$ cat src/rtl/mr1_mem_pkg.sv
// Shared types for the MR1 memory arbiter: request source tag and access sizes.
package mr1_mem_pkg;

    typedef enum logic {SRC_INSTR = 1'b0, SRC_DATA = 1'b1} mem_src_t;

    localparam logic [1:0] SIZE_B = 2'd0;
    localparam logic [1:0] SIZE_H = 2'd1;
    localparam logic [1:0] SIZE_W = 2'd2;

endpackage

$ cat src/rtl/mr1_src_fifo.sv
// In-order FIFO of source tags for reads in flight; the head names the owner of the next response.
module mr1_src_fifo
    import mr1_mem_pkg::*;
#(
    parameter int  DEPTH = 2,
    parameter type T     = mem_src_t
) (
    input  logic clk,
    input  logic reset,
    input  logic push,
    input  T     push_src,
    input  logic pop,
    output logic full,
    output logic empty,
    output T     head
);

    localparam int PW = (DEPTH > 1) ? $clog2(DEPTH) : 1;
    localparam int CW = $clog2(DEPTH + 1);

    T               mem_q [DEPTH];
    T               mem_d [DEPTH];
    logic [PW-1:0]  wr_ptr_q, wr_ptr_d;
    logic [PW-1:0]  rd_ptr_q, rd_ptr_d;
    logic [CW-1:0]  count_q, count_d;

    // Pointers wrap modulo DEPTH, which need not be a power of two.
    function automatic logic [PW-1:0] ptr_inc(input logic [PW-1:0] p);
        return (p == PW'(DEPTH - 1)) ? '0 : p + PW'(1);
    endfunction

    assign full  = (count_q == CW'(DEPTH));
    assign empty = (count_q == '0);
    assign head  = mem_q[rd_ptr_q];

    always_comb begin
        mem_d    = mem_q;
        wr_ptr_d = wr_ptr_q;
        rd_ptr_d = rd_ptr_q;
        count_d  = count_q;
        if (push) begin
            mem_d[wr_ptr_q] = push_src;
            wr_ptr_d        = ptr_inc(wr_ptr_q);
        end
        if (pop) begin
            rd_ptr_d = ptr_inc(rd_ptr_q);
        end
        case ({push, pop})
            2'b10:   count_d = count_q + CW'(1);
            2'b01:   count_d = count_q - CW'(1);
            default: count_d = count_q;
        endcase
    end

    always_ff @(posedge clk) begin
        if (reset) begin
            wr_ptr_q <= '0;
            rd_ptr_q <= '0;
            count_q  <= '0;
        end else begin
            wr_ptr_q <= wr_ptr_d;
            rd_ptr_q <= rd_ptr_d;
            count_q  <= count_d;
        end
    end

    always_ff @(posedge clk) begin
        mem_q <= mem_d;
    end

endmodule

$ cat src/rtl/mr1_mem_arbiter.sv
// Round-robin share of one memory port between MR1 fetch and load/store channels,
// with in-order routing of read responses back to the issuing channel.
module mr1_mem_arbiter
    import mr1_mem_pkg::*;
#(
    parameter int OUTSTANDING = 2
) (
    input  logic        clk,
    input  logic        reset,
    input  logic        instr_req_valid,
    output logic        instr_req_ready,
    input  logic [31:0] instr_req_addr,
    output logic        instr_rsp_valid,
    output logic [31:0] instr_rsp_data,
    input  logic        data_req_valid,
    output logic        data_req_ready,
    input  logic        data_req_wr,
    input  logic [1:0]  data_req_size,
    input  logic [31:0] data_req_addr,
    input  logic [31:0] data_req_data,
    output logic        data_rsp_valid,
    output logic [31:0] data_rsp_data,
    output logic        mem_req_valid,
    input  logic        mem_req_ready,
    output logic        mem_req_wr,
    output logic [1:0]  mem_req_size,
    output logic [31:0] mem_req_addr,
    output logic [31:0] mem_req_data,
    input  logic        mem_rsp_valid,
    input  logic [31:0] mem_rsp_data,
    output logic        rsp_orphan
);

    mem_src_t    sel, head;
    mem_src_t    last_grant_q, last_grant_d;
    mem_src_t    lock_src_q, lock_src_d;
    logic        lock_q, lock_d;
    logic        sel_valid, handshake, push, pop, full, empty;
    logic        instr_rsp_valid_q, instr_rsp_valid_d;
    logic        data_rsp_valid_q, data_rsp_valid_d;
    logic [31:0] instr_rsp_data_q, instr_rsp_data_d;
    logic [31:0] data_rsp_data_q, data_rsp_data_d;
    logic        orphan_q, orphan_d;

    // A stalled request keeps its source until the handshake, otherwise round-robin on ties.
    always_comb begin
        if (lock_q)
            sel = lock_src_q;
        else if (instr_req_valid && data_req_valid)
            sel = (last_grant_q == SRC_INSTR) ? SRC_DATA : SRC_INSTR;
        else if (data_req_valid)
            sel = SRC_DATA;
        else
            sel = SRC_INSTR;
    end

    assign sel_valid       = (sel == SRC_DATA) ? data_req_valid : instr_req_valid;
    assign mem_req_valid   = sel_valid && !full;
    assign mem_req_wr      = (sel == SRC_DATA) ? data_req_wr   : 1'b0;
    assign mem_req_size    = (sel == SRC_DATA) ? data_req_size : SIZE_W;
    assign mem_req_addr    = (sel == SRC_DATA) ? data_req_addr : instr_req_addr;
    assign mem_req_data    = (sel == SRC_DATA) ? data_req_data : 32'd0;
    assign handshake       = mem_req_valid && mem_req_ready;
    assign instr_req_ready = handshake && (sel == SRC_INSTR);
    assign data_req_ready  = handshake && (sel == SRC_DATA);
    assign push            = handshake && ((sel == SRC_INSTR) || !data_req_wr);
    assign pop             = mem_rsp_valid && !empty;

    mr1_src_fifo #(.DEPTH(OUTSTANDING), .T(mem_src_t)) u_fifo (
        .clk      (clk),
        .reset    (reset),
        .push     (push),
        .push_src (sel),
        .pop      (pop),
        .full     (full),
        .empty    (empty),
        .head     (head)
    );

    always_comb begin
        last_grant_d      = last_grant_q;
        lock_d            = lock_q;
        lock_src_d        = lock_src_q;
        instr_rsp_valid_d = 1'b0;
        data_rsp_valid_d  = 1'b0;
        instr_rsp_data_d  = instr_rsp_data_q;
        data_rsp_data_d   = data_rsp_data_q;
        orphan_d          = orphan_q || (mem_rsp_valid && empty);
        if (handshake) begin
            last_grant_d = sel;
            lock_d       = 1'b0;
        end else if (mem_req_valid) begin
            lock_d     = 1'b1;
            lock_src_d = sel;
        end
        if (pop) begin
            if (head == SRC_INSTR) begin
                instr_rsp_valid_d = 1'b1;
                instr_rsp_data_d  = mem_rsp_data;
            end else begin
                data_rsp_valid_d = 1'b1;
                data_rsp_data_d  = mem_rsp_data;
            end
        end
    end

    always_ff @(posedge clk) begin
        if (reset) begin
            last_grant_q      <= SRC_INSTR;
            lock_q            <= 1'b0;
            lock_src_q        <= SRC_INSTR;
            instr_rsp_valid_q <= 1'b0;
            data_rsp_valid_q  <= 1'b0;
            orphan_q          <= 1'b0;
        end else begin
            last_grant_q      <= last_grant_d;
            lock_q            <= lock_d;
            lock_src_q        <= lock_src_d;
            instr_rsp_valid_q <= instr_rsp_valid_d;
            data_rsp_valid_q  <= data_rsp_valid_d;
            orphan_q          <= orphan_d;
        end
    end

    always_ff @(posedge clk) begin
        instr_rsp_data_q <= instr_rsp_data_d;
        data_rsp_data_q  <= data_rsp_data_d;
    end

    assign instr_rsp_valid = instr_rsp_valid_q;
    assign instr_rsp_data  = instr_rsp_data_q;
    assign data_rsp_valid  = data_rsp_valid_q;
    assign data_rsp_data   = data_rsp_data_q;
    assign rsp_orphan      = orphan_q;

endmodule

$ cat config.mk
export PLATFORM = sky130hd
export DESIGN_NAME = mr1_mem_arbiter
export DESIGN_NICKNAME = d
export VERILOG_FILES = /design/src/rtl/mr1_mem_pkg.sv /design/src/rtl/mr1_src_fifo.sv /design/src/rtl/mr1_mem_arbiter.sv
export SDC_FILE = /design/constraint.sdc
export NUM_CORES = 1
export LEC_CHECK = 0
export CORE_MARGIN = 8
export CORE_UTILIZATION = 28
export DETAILED_ROUTE_END_ITERATION = 8
export PLACE_DENSITY = 0.86
export SYNTH_ARGS = -nofsm -noshare
export SYNTH_HDL_FRONTEND = slang
export SYNTH_SLANG_ARGS = --single-unit
$ cat constraint.sdc
create_clock -name clk -period 2.7 [get_ports clk]
set_input_delay 0.81 -clock clk [delete_from_list [all_inputs] [get_ports clk]]
set_output_delay 0.81 -clock clk [all_outputs]
set_load 0.01 [all_outputs]
==> results of run 1 <==
-- layout make-up --
| type | count | area, um^2 |
|---|---|---|
| Clock inverter | 5 | 30.0 |
| Fill cell | 752 | 3870 |
| Tap cell | 140 | 175 |
| Clock buffer | 10 | 128 |
| Timing Repair Buffer | 305 | 3280 |
| Sequential cell | 76 | 2180 |
| Inverter | 5 | 31.3 |
| Multi-Input combinational cell | 109 | 1140 |
-- per-layer routing --
metal | vias to the layer above | wire (um) | GRT usage [%]
met4 | 0 | 208 | 6.25
met5 | - | 0 | 0
met3 | 14 | 1680 | 8.42
li1 | 1337 | - | -
met2 | 192 | 6700 | 29.4
met1 | 1321 | 4140 | 14.7
-- per-stage QoR --
stage / total power [mW] / TNS (ns) / hold slack [ns] / cells / utilization [%]
final: 3.99 / -3.51 / 0.483 / 650 / 64.3
after global routing: 4.18 / -6.05 / 0.542 / 650 / 64.3
after CTS: 3.92 / -5.62 / 0.485 / 650 / 61.5
after detailed placement: 2.98 / -51.87 / 0.467 / 619 / 56.9
after global placement: 2.94 / -50.52 / 0.452 / 619 / 56.9
after floorplan: 2.08 / -4.17 / 0.484 / 198 / -
-- flip-flops by register name, summed over array words and instances, names as in the netlist, 2 cells and up --
signal	count
data_rsp_data	32
instr_rsp_data	32
u_fifo.count_q	2
u_fifo.mem_q	2
-- repair_timing --
item	4_1_cts	5_1_grt
setup buffers	9	2
resized for setup	383	91
pin swaps	4	34
cloned	7	1
setup endpoints to repair	72	71
-- worst max-delay path by stage --
| stage | startpoint | end | slack (ns) | cells after the start |
|---|---|---|---|---|
| after global routing | data_req_valid | mem_req_addr[0] | -0.15 | 8 |
| final | data_req_valid | mem_req_addr[0] | -0.11 | 8 |
| after CTS | data_req_valid | mem_req_addr[2] | -0.19 | 9 |
| after detailed placement | instr_req_valid | mem_req_addr[1] | -0.80 | 6 |
| after global placement | instr_req_valid | mem_req_addr[31] | -0.81 | 6 |
| after floorplan | mem_rsp_valid | data_rsp_data[0] | -0.07 | 2 |
-- power breakdown --
part,total [mW],internal (mW),switching [mW]
clock network,0.680,0.323,0.357
logic,1.76,1.09,0.676
registers,1.55,1.47,0.0744
total,3.99,2.88,1.11
-- logic make-up (layout without fill, tap and decap cells) --
family | after synthesis | count (layout)
compound gates | 13 | 13
simple gates | 56 | 56
mux | 36 | 36
flops | 76 | 76
fa+ha+maj | 1 | 1
xor+xnor | 3 | 3
buf+inv | 13 | 325
-- cells in the final DEF, fill, tap and decap left out, drive strengths merged, types with 4 or more instances in the layout --
| cell type | netlist | routed |
|---|---|---|
| clkdlybuf4s50 | 0 | 200 |
| dfxtp | 10 | 10 |
| nor2 | 11 | 11 |
| mux2 | 34 | 34 |
| a21oi | 4 | 4 |
| clkbuf | 2 | 12 |
| inv | 5 | 4 |
| clkinv | 0 | 4 |
| buf | 6 | 102 |
| edfxtp | 66 | 66 |
| and2 | 35 | 35 |
-- worst min-delay path: stages, from the launching register on --
cell,delay [ns]
sky130_fd_sc_hd__dfxtp_1,0.34
sky130_fd_sc_hd__a21oi_1,0.04
sky130_fd_sc_hd__nor2_1,0.07
==> results_tabular.tex, run 1 <==
\begin{tabular}{lr}
\hline
Metric & Value \\
\hline
\multicolumn{2}{l}{\textbf{Power and ir drop}} \\
\quad Power density cells & 572 nW/um\^{}2 \\
\quad Leakage power figure & 2.81 nW \\
\quad Worst vdd rail ir drop & around 310 uV \\
\multicolumn{2}{l}{\textbf{Worst hold path}} \\
\quad Worst Hold Class & reg2reg \\
\quad Worst Hold Depth & 2 \\
\quad Worst hold path startpoint & rsp\_orphan \\
\quad Capture endpoint of the worst hold path & rsp\_orphan \\
\multicolumn{2}{l}{\textbf{Floorplanning}} \\
\quad Core area & 10800 um\^{}2 \\
\quad Die area & 14800 um\^{}2 \\
\quad Effective utilization at floorplan & between 20\% and 30\% \\
\quad Boundary pin count & between 200 and 300 \\
\quad Die width & around 120 um \\
\quad Die Y-Extent & 122 um \\
\quad Number of cell rows & 38 \\
\multicolumn{2}{l}{\textbf{Route}} \\
\quad Total DRC errors in the routed layout & 0 \\
\quad Final routed wire length divided by cell count & 19.6 um \\
\quad DRC marker count from the first detailed-route iteration & $\sim$140 \\
\quad Routed vias & about 2900 \\
\quad Post-DR vias/cell & 4.41 \\
\quad ANT nets after route & 0 \\
\quad Final wirelength & 12700 um \\
\quad Drt pass-1 iters & 6 \\
\multicolumn{2}{l}{\textbf{Timing}} \\
\quad Final clock skew & 0.00559 ns \\
\quad Relative max-transition margin & $\sim$71\% \\
\quad Final setup viols & 63 \\
\quad Period utilization & 104\% \\
\quad Achievable frequency & 0.356 GHz \\
\quad Worst-Margin Slew & 0.432 ns \\
\quad Number of endpoints with negative hold slack in the final report & 0 \\
\quad Unrepaired setup endpoints after global routing & true \\
\quad Total count of max-transition violations in the final report & 0 \\
\quad Min Clock Period, post-route & approximately 2.8 ns \\
\quad Final worst slack & -0.112 ns \\
\multicolumn{2}{l}{\textbf{Final layout}} \\
\quad Fraction of final layout cells sized beyond drive strength 1 & between 30\% and 40\% \\
\quad Finished Cell Area & 6970 um\^{}2 \\
\quad Area growth from synthesis to layout & 123\% \\
\quad Ant diodes & 0 \\
\quad Final net count & 644 \\
\multicolumn{2}{l}{\textbf{Yosys}} \\
\quad Multiplexer share of the synthesized area & between 10\% and 20\% \\
\quad Dominant register cell in the synthesized netlist & sky130\_fd\_sc\_hd\_\_edfxtp\_1 \\
\quad Net count after synthesis & 336 \\
\quad Total of flip-flops plus latches after synthesis & 76 \\
\quad Area share of the leading cell type in the synthesized netlist & 63.5\% \\
\quad Most frequent cells after synthesis & 66 x sky130\_fd\_sc\_hd\_\_edfxtp\_1, 35 x sky130\_fd\_sc\_hd\_\_and2\_1, 33 x sky130\_fd\_sc\_hd\_\_mux2\_2, 11 x sky130\_fd\_sc\_hd\_\_nor2\_1, 10 x sky130\_fd\_sc\_hd\_\_dfxtp\_1 \\
\quad Most frequently used cell type in the post-synthesis netlist & sky130\_fd\_sc\_hd\_\_edfxtp\_1 \\
\quad Largest family of logic cells by synthesized area & multiplexers \\
\quad Fraction of the mapped netlist area in simple logic gates & 10.2\% \\
\quad Cells after Synth & 198 \\
\quad Post-synthesis sequential area ratio & 70.0\% \\
\quad Cell Area, Synth & 3120 um\^{}2 \\
\quad Ranking of synthesized cells by area & sky130\_fd\_sc\_hd\_\_edfxtp\_1 64\%, sky130\_fd\_sc\_hd\_\_mux2\_2 12\%, sky130\_fd\_sc\_hd\_\_and2\_1 7.0\% \\
\quad Distinct cells, synth & 29 \\
\quad Adder and majority gate portion of the synthesized area & 0.401\% \\
\quad Synth Area in Compound Gates & 3.73\% \\
\quad Synthesis Warnings & 0 \\
\quad Mean instance size in the synthesized netlist & approximately 16 um\^{}2 \\
\quad Fraction of synthesis flops using an asynchronous set or reset pin & 0\% \\
\quad Cell type with the highest aggregate area in the netlist & sky130\_fd\_sc\_hd\_\_edfxtp\_1 \\
\quad Share of the synthesized netlist area taken by xor and xnor gates & 0.842\% \\
\quad Number of synthesized flops with an enable pin & 66 \\
\multicolumn{2}{l}{\textbf{Worst setup path}} \\
\quad Crit path required time & $\sim$1.9 ns \\
\quad Critical Path Start Type & primary input \\
\quad Longest individual stage delay on the worst path & $\sim$0.31 ns \\
\quad Critical path cell sequence & buf\_6 > nor2b\_4 > a22oi\_4 > buf\_12 > buf\_12 > buf\_16 > mux2\_4 > buf\_6 \\
\quad Worst reg2reg setup slack & around 0.21 ns \\
\quad Worst path slowest cell & sky130\_fd\_sc\_hd\_\_mux2\_4 \\
\quad Signal arrival time at the worst endpoint & 2.00 ns \\
\quad Category of the critical setup timing path & in2out \\
\quad Logic depth of the worst register-to-register path & 12 \\
\quad Capture instance of the worst register-to-register path & u\_fifo.count\_q[1] \\
\quad Buffers \& Inverters on Critical Path & 5 \\
\quad Largest driver fanout on the critical path & 6 \\
\quad Nature of the critical path endpoint & primary output \\
\quad Dominant delay contributor by cell family on the critical path & buffers and inverters \\
\quad Worst reg2reg path startpoint & lock\_q \\
\multicolumn{2}{l}{\textbf{CTS}} \\
\quad Number of hold buffers added after cts & 0 \\
\quad Clock sink count & 76 \\
\quad CTS tree & yes \\
\quad Maximum number of buffers from clock root to sink & 2 \\
\quad Insertion delay of the later-clocked pin in the worst-skew pair & between 0.3 and 0.4 ns \\
\quad Total CTS buffers & 9 \\
\quad Clock transition at the registers of the reported paths & 0.07 ns \\
\quad CTS Root Cell & sky130\_fd\_sc\_hd\_\_clkbuf\_8 \\
\quad Maximum level of the CTS H-tree & 3 \\
\multicolumn{2}{l}{\textbf{Placement}} \\
\quad Minimum setup slack after placement & -0.797 ns \\
\quad IO buf count & 273 \\
\quad Half-perimeter wire length after detailed placement & 9920 um \\
\quad Final RePlAce weighted congestion & 0.791 \\
\quad Placement Cell Area & roughly 6000 um\^{}2 \\
\multicolumn{2}{l}{\textbf{Outcome}} \\
\quad Status & complete, but fails checks \\
\quad Violations in the final reports & setup timing \\
\multicolumn{2}{l}{\textbf{Global route}} \\
\quad First-pass GRT wire length & 18000 um \\
\quad Global-route total usage across every layer & 16.1\% \\
\quad Sum of overflow across all layers after global routing & 0 \\
\quad Pin count of the biggest net entering global routing & 33 \\
\quad Number of global-route vias before repair & 3144 \\
\quad Antenna violations before repair & 0 \\
\multicolumn{2}{l}{\textbf{Run}} \\
\quad \# Max-Cap Violations & 0 \\
\hline
\end{tabular}
Power figures use the tool's default switching activity.
==> run 2: changes to the inputs <==
CTS_BUF_LIST = sky130_fd_sc_hd__clkbuf_16   (was unset)
==> run 2 against run 1 <==
- the flow still finishes with violations (setup timing)
- clock power up 46%
- die area unchanged
- global-route usage down 0.077 points
- largest cell class unchanged
- via count up 0.38%
- setup slack about the same
- sequential cell count unchanged
- fmax about the same
- largest power group unchanged
- total power up 8.1%
- critical path depth unchanged
- highest routed layer unchanged
- combinational power about the same
==> results_tabular.tex, run 2 (same netlist as run 1, synthesis figures left out) <==
\begin{tabular}{lr}
\hline
Metric & Value \\
\hline
\multicolumn{2}{l}{\textbf{Outcome}} \\
\quad Status & complete, but fails checks \\
\quad Violations in the final reports & setup timing \\
\multicolumn{2}{l}{\textbf{Timing}} \\
\quad Period utilization & 104\% \\
\quad Min Clock Period, post-route & 2.81 ns \\
\quad Achievable frequency & between 0.3 and 0.4 GHz \\
\quad Final clock skew & 0.00448 ns \\
\quad Unrepaired setup endpoints after global routing & true \\
\quad Total count of max-transition violations in the final report & 0 \\
\quad Final worst slack & -0.112 ns \\
\quad Worst-Margin Slew & $\sim$0.44 ns \\
\quad Number of endpoints with negative hold slack in the final report & 0 \\
\quad Final setup viols & 63 \\
\quad Relative max-transition margin & 70.8\% \\
\multicolumn{2}{l}{\textbf{Run}} \\
\quad \# Max-Cap Violations & 0 \\
\multicolumn{2}{l}{\textbf{Placement}} \\
\quad Placement Cell Area & 6160 um\^{}2 \\
\quad Minimum setup slack after placement & -0.797 ns \\
\quad Final RePlAce weighted congestion & 0.791 \\
\quad Half-perimeter wire length after detailed placement & slightly below 10000 um \\
\quad IO buf count & between 200 and 300 \\
\multicolumn{2}{l}{\textbf{Worst setup path}} \\
\quad Capture instance of the worst register-to-register path & u\_fifo.count\_q[1] \\
\quad Signal arrival time at the worst endpoint & 2.00 ns \\
\quad Nature of the critical path endpoint & primary output \\
\quad Longest individual stage delay on the worst path & 0.31 ns \\
\quad Largest driver fanout on the critical path & 6 \\
\quad Category of the critical setup timing path & in2out \\
\quad Logic depth of the worst register-to-register path & 12 \\
\quad Worst reg2reg setup slack & 0.23 ns \\
\quad Critical path cell sequence & buf\_6 > nor2b\_4 > a22oi\_4 > buf\_12 > buf\_12 > buf\_16 > mux2\_4 > buf\_6 \\
\quad Buffers \& Inverters on Critical Path & 5 \\
\quad Worst reg2reg path startpoint & lock\_q \\
\quad Worst setup startpoint & data\_req\_valid \\
\quad Dominant delay contributor by cell family on the critical path & buffers and inverters \\
\quad Crit path required time & 1.89 ns \\
\quad Critical Path Start Type & primary input \\
\quad Worst path slowest cell & sky130\_fd\_sc\_hd\_\_mux2\_4 \\
\multicolumn{2}{l}{\textbf{Worst hold path}} \\
\quad Capture endpoint of the worst hold path & rsp\_orphan \\
\quad Worst Hold Depth & 2 \\
\quad Worst Hold Class & reg2reg \\
\quad Worst hold path startpoint & rsp\_orphan \\
\multicolumn{2}{l}{\textbf{Power and ir drop}} \\
\quad Power density cells & a little over 600 nW/um\^{}2 \\
\quad Worst vdd rail ir drop & around 320 uV \\
\quad Leakage power figure & 2.86 nW \\
\multicolumn{2}{l}{\textbf{CTS}} \\
\quad Number of hold buffers added after cts & 0 \\
\quad Total CTS buffers & 9 \\
\quad CTS Root Cell & sky130\_fd\_sc\_hd\_\_clkbuf\_16 \\
\quad Clock sink count & 76 \\
\quad Maximum number of buffers from clock root to sink & 2 \\
\quad Clock transition at the registers of the reported paths & around 0.050 ns \\
\quad Maximum level of the CTS H-tree & 3 \\
\quad CTS tree & yes \\
\quad Insertion delay of the later-clocked pin in the worst-skew pair & between 0.3 and 0.4 ns \\
\multicolumn{2}{l}{\textbf{Final layout}} \\
\quad Area growth from synthesis to layout & 127\% \\
\quad Area taken by flip-flops and latches & 2180 um\^{}2 \\
\quad Fraction of final layout cells sized beyond drive strength 1 & slightly below 40\% \\
\quad Finished Cell Area & just over 7000 um\^{}2 \\
\quad Layout fillers & around 750 \\
\quad Final net count & 645 \\
\quad Ant diodes & 0 \\
\quad Commonest non-fill, non-tap cell in the layout & sky130\_fd\_sc\_hd\_\_clkdlybuf4s50\_1 \\
\quad Leading cell types in the layout, fill and taps excluded & 200 x sky130\_fd\_sc\_hd\_\_clkdlybuf4s50\_1, 72 x sky130\_fd\_sc\_hd\_\_buf\_6, 66 x sky130\_fd\_sc\_hd\_\_edfxtp\_1 \\
\quad Footprint of the multi-input gates & 1140 um\^{}2 \\
\multicolumn{2}{l}{\textbf{Floorplanning}} \\
\quad Effective utilization at floorplan & 28.8\% \\
\quad Die Y-Extent & 122 um \\
\quad Die width & 122 um \\
\quad Boundary pin count & 274 \\
\quad Number of cell rows & 38 \\
\quad Core area & 10800 um\^{}2 \\
\quad Die area & roughly 15000 um\^{}2 \\
\multicolumn{2}{l}{\textbf{Global route}} \\
\quad First-pass GRT wire length & 18000 um \\
\quad Number of global-route vias before repair & about 3200 \\
\quad Antenna violations before repair & 0 \\
\quad Global-route total usage across every layer & 16.0\% \\
\quad Sum of overflow across all layers after global routing & 0 \\
\quad Pin count of the biggest net entering global routing & 33 \\
\multicolumn{2}{l}{\textbf{Route}} \\
\quad DRC marker count from the first detailed-route iteration & 104 \\
\quad Drt pass-1 iters & 6 \\
\quad Routed vias & $\sim$2900 \\
\quad ANT nets after route & 0 \\
\quad Final routed wire length divided by cell count & 19.6 um \\
\quad Total DRC errors in the routed layout & 0 \\
\quad Final wirelength & between 10000 and 15000 um \\
\quad Post-DR vias/cell & $\sim$4.4 \\
\hline
\end{tabular}
[run 2: worst max-delay path by stage]
stage	end	slack, ns	cells past startpoint
floorplan	data_rsp_data[0]	-0.07	2
global placement	mem_req_addr[31]	-0.81	6
detailed placement	mem_req_addr[1]	-0.80	6
CTS	mem_req_addr[2]	-0.19	9
global route	mem_req_addr[0]	-0.15	8
finish	mem_req_addr[0]	-0.11	8
[run 2: layout make-up]
type | instances | area share (%)
inverters | 5 | 0.442
flip-flops and latches | 76 | 30.8
clock inverters | 6 | 0.477
repair buffers | 306 | 46.4
well taps | 140 | 2.47
multi-input cells | 109 | 16.2
clock buffers | 9 | 3.18
[run 2: where the power goes]
group / internal [mW] / switching (mW)
sequential: 1.47 / 0.0746
combinational: 1.09 / 0.679
clock: 0.606 / 0.389
total: 3.17 / 1.14
[run 2: repair_timing]
action,CTS,global route
gates cloned,7,1
resized for setup,383,91
buffers inserted,10,2
endpoints found under the setup margin,72,71
endpoints found under the hold margin,0,0
pin swaps,4,34
[run 2: worst register-to-register path, cell delays in order (launching register included)]
cell	delay [ns]
sky130_fd_sc_hd__dfxtp_1	0.51
sky130_fd_sc_hd__nor2b_4	0.08
sky130_fd_sc_hd__a22oi_4	0.15
sky130_fd_sc_hd__buf_12	0.15
sky130_fd_sc_hd__buf_8	0.11
sky130_fd_sc_hd__clkinv_8	0.09
sky130_fd_sc_hd__buf_16	0.15
sky130_fd_sc_hd__buf_4	0.14
sky130_fd_sc_hd__a21oi_4	0.14
sky130_fd_sc_hd__inv_2	0.06
sky130_fd_sc_hd__ha_1	0.31
sky130_fd_sc_hd__or3_1	0.37
sky130_fd_sc_hd__a21oi_1	0.14
[run 2: per-stage QoR]
step                      std cells  util [%]  TNS, ns  hold slack [ns]  power [mW]
after floorplan                 198         -    -4.17            0.484        2.08
after global placement          619      56.9   -50.52            0.452        2.94
after detailed placement        619      56.9   -51.87            0.467        2.98
after CTS                       651      62.5    -5.62            0.481        4.23
after global routing            651      65.3    -6.04            0.537        4.51
final                           651      65.3    -3.51            0.483        4.31
[run 2: metal layers]
layer,vias up,track usage (%),share of wire [%]
met3,12,8.56,14
met2,193,29.5,53
met4,0,5.09,1.3
met1,1331,14.8,32
li1,1339,-,-
met5,-,0,0
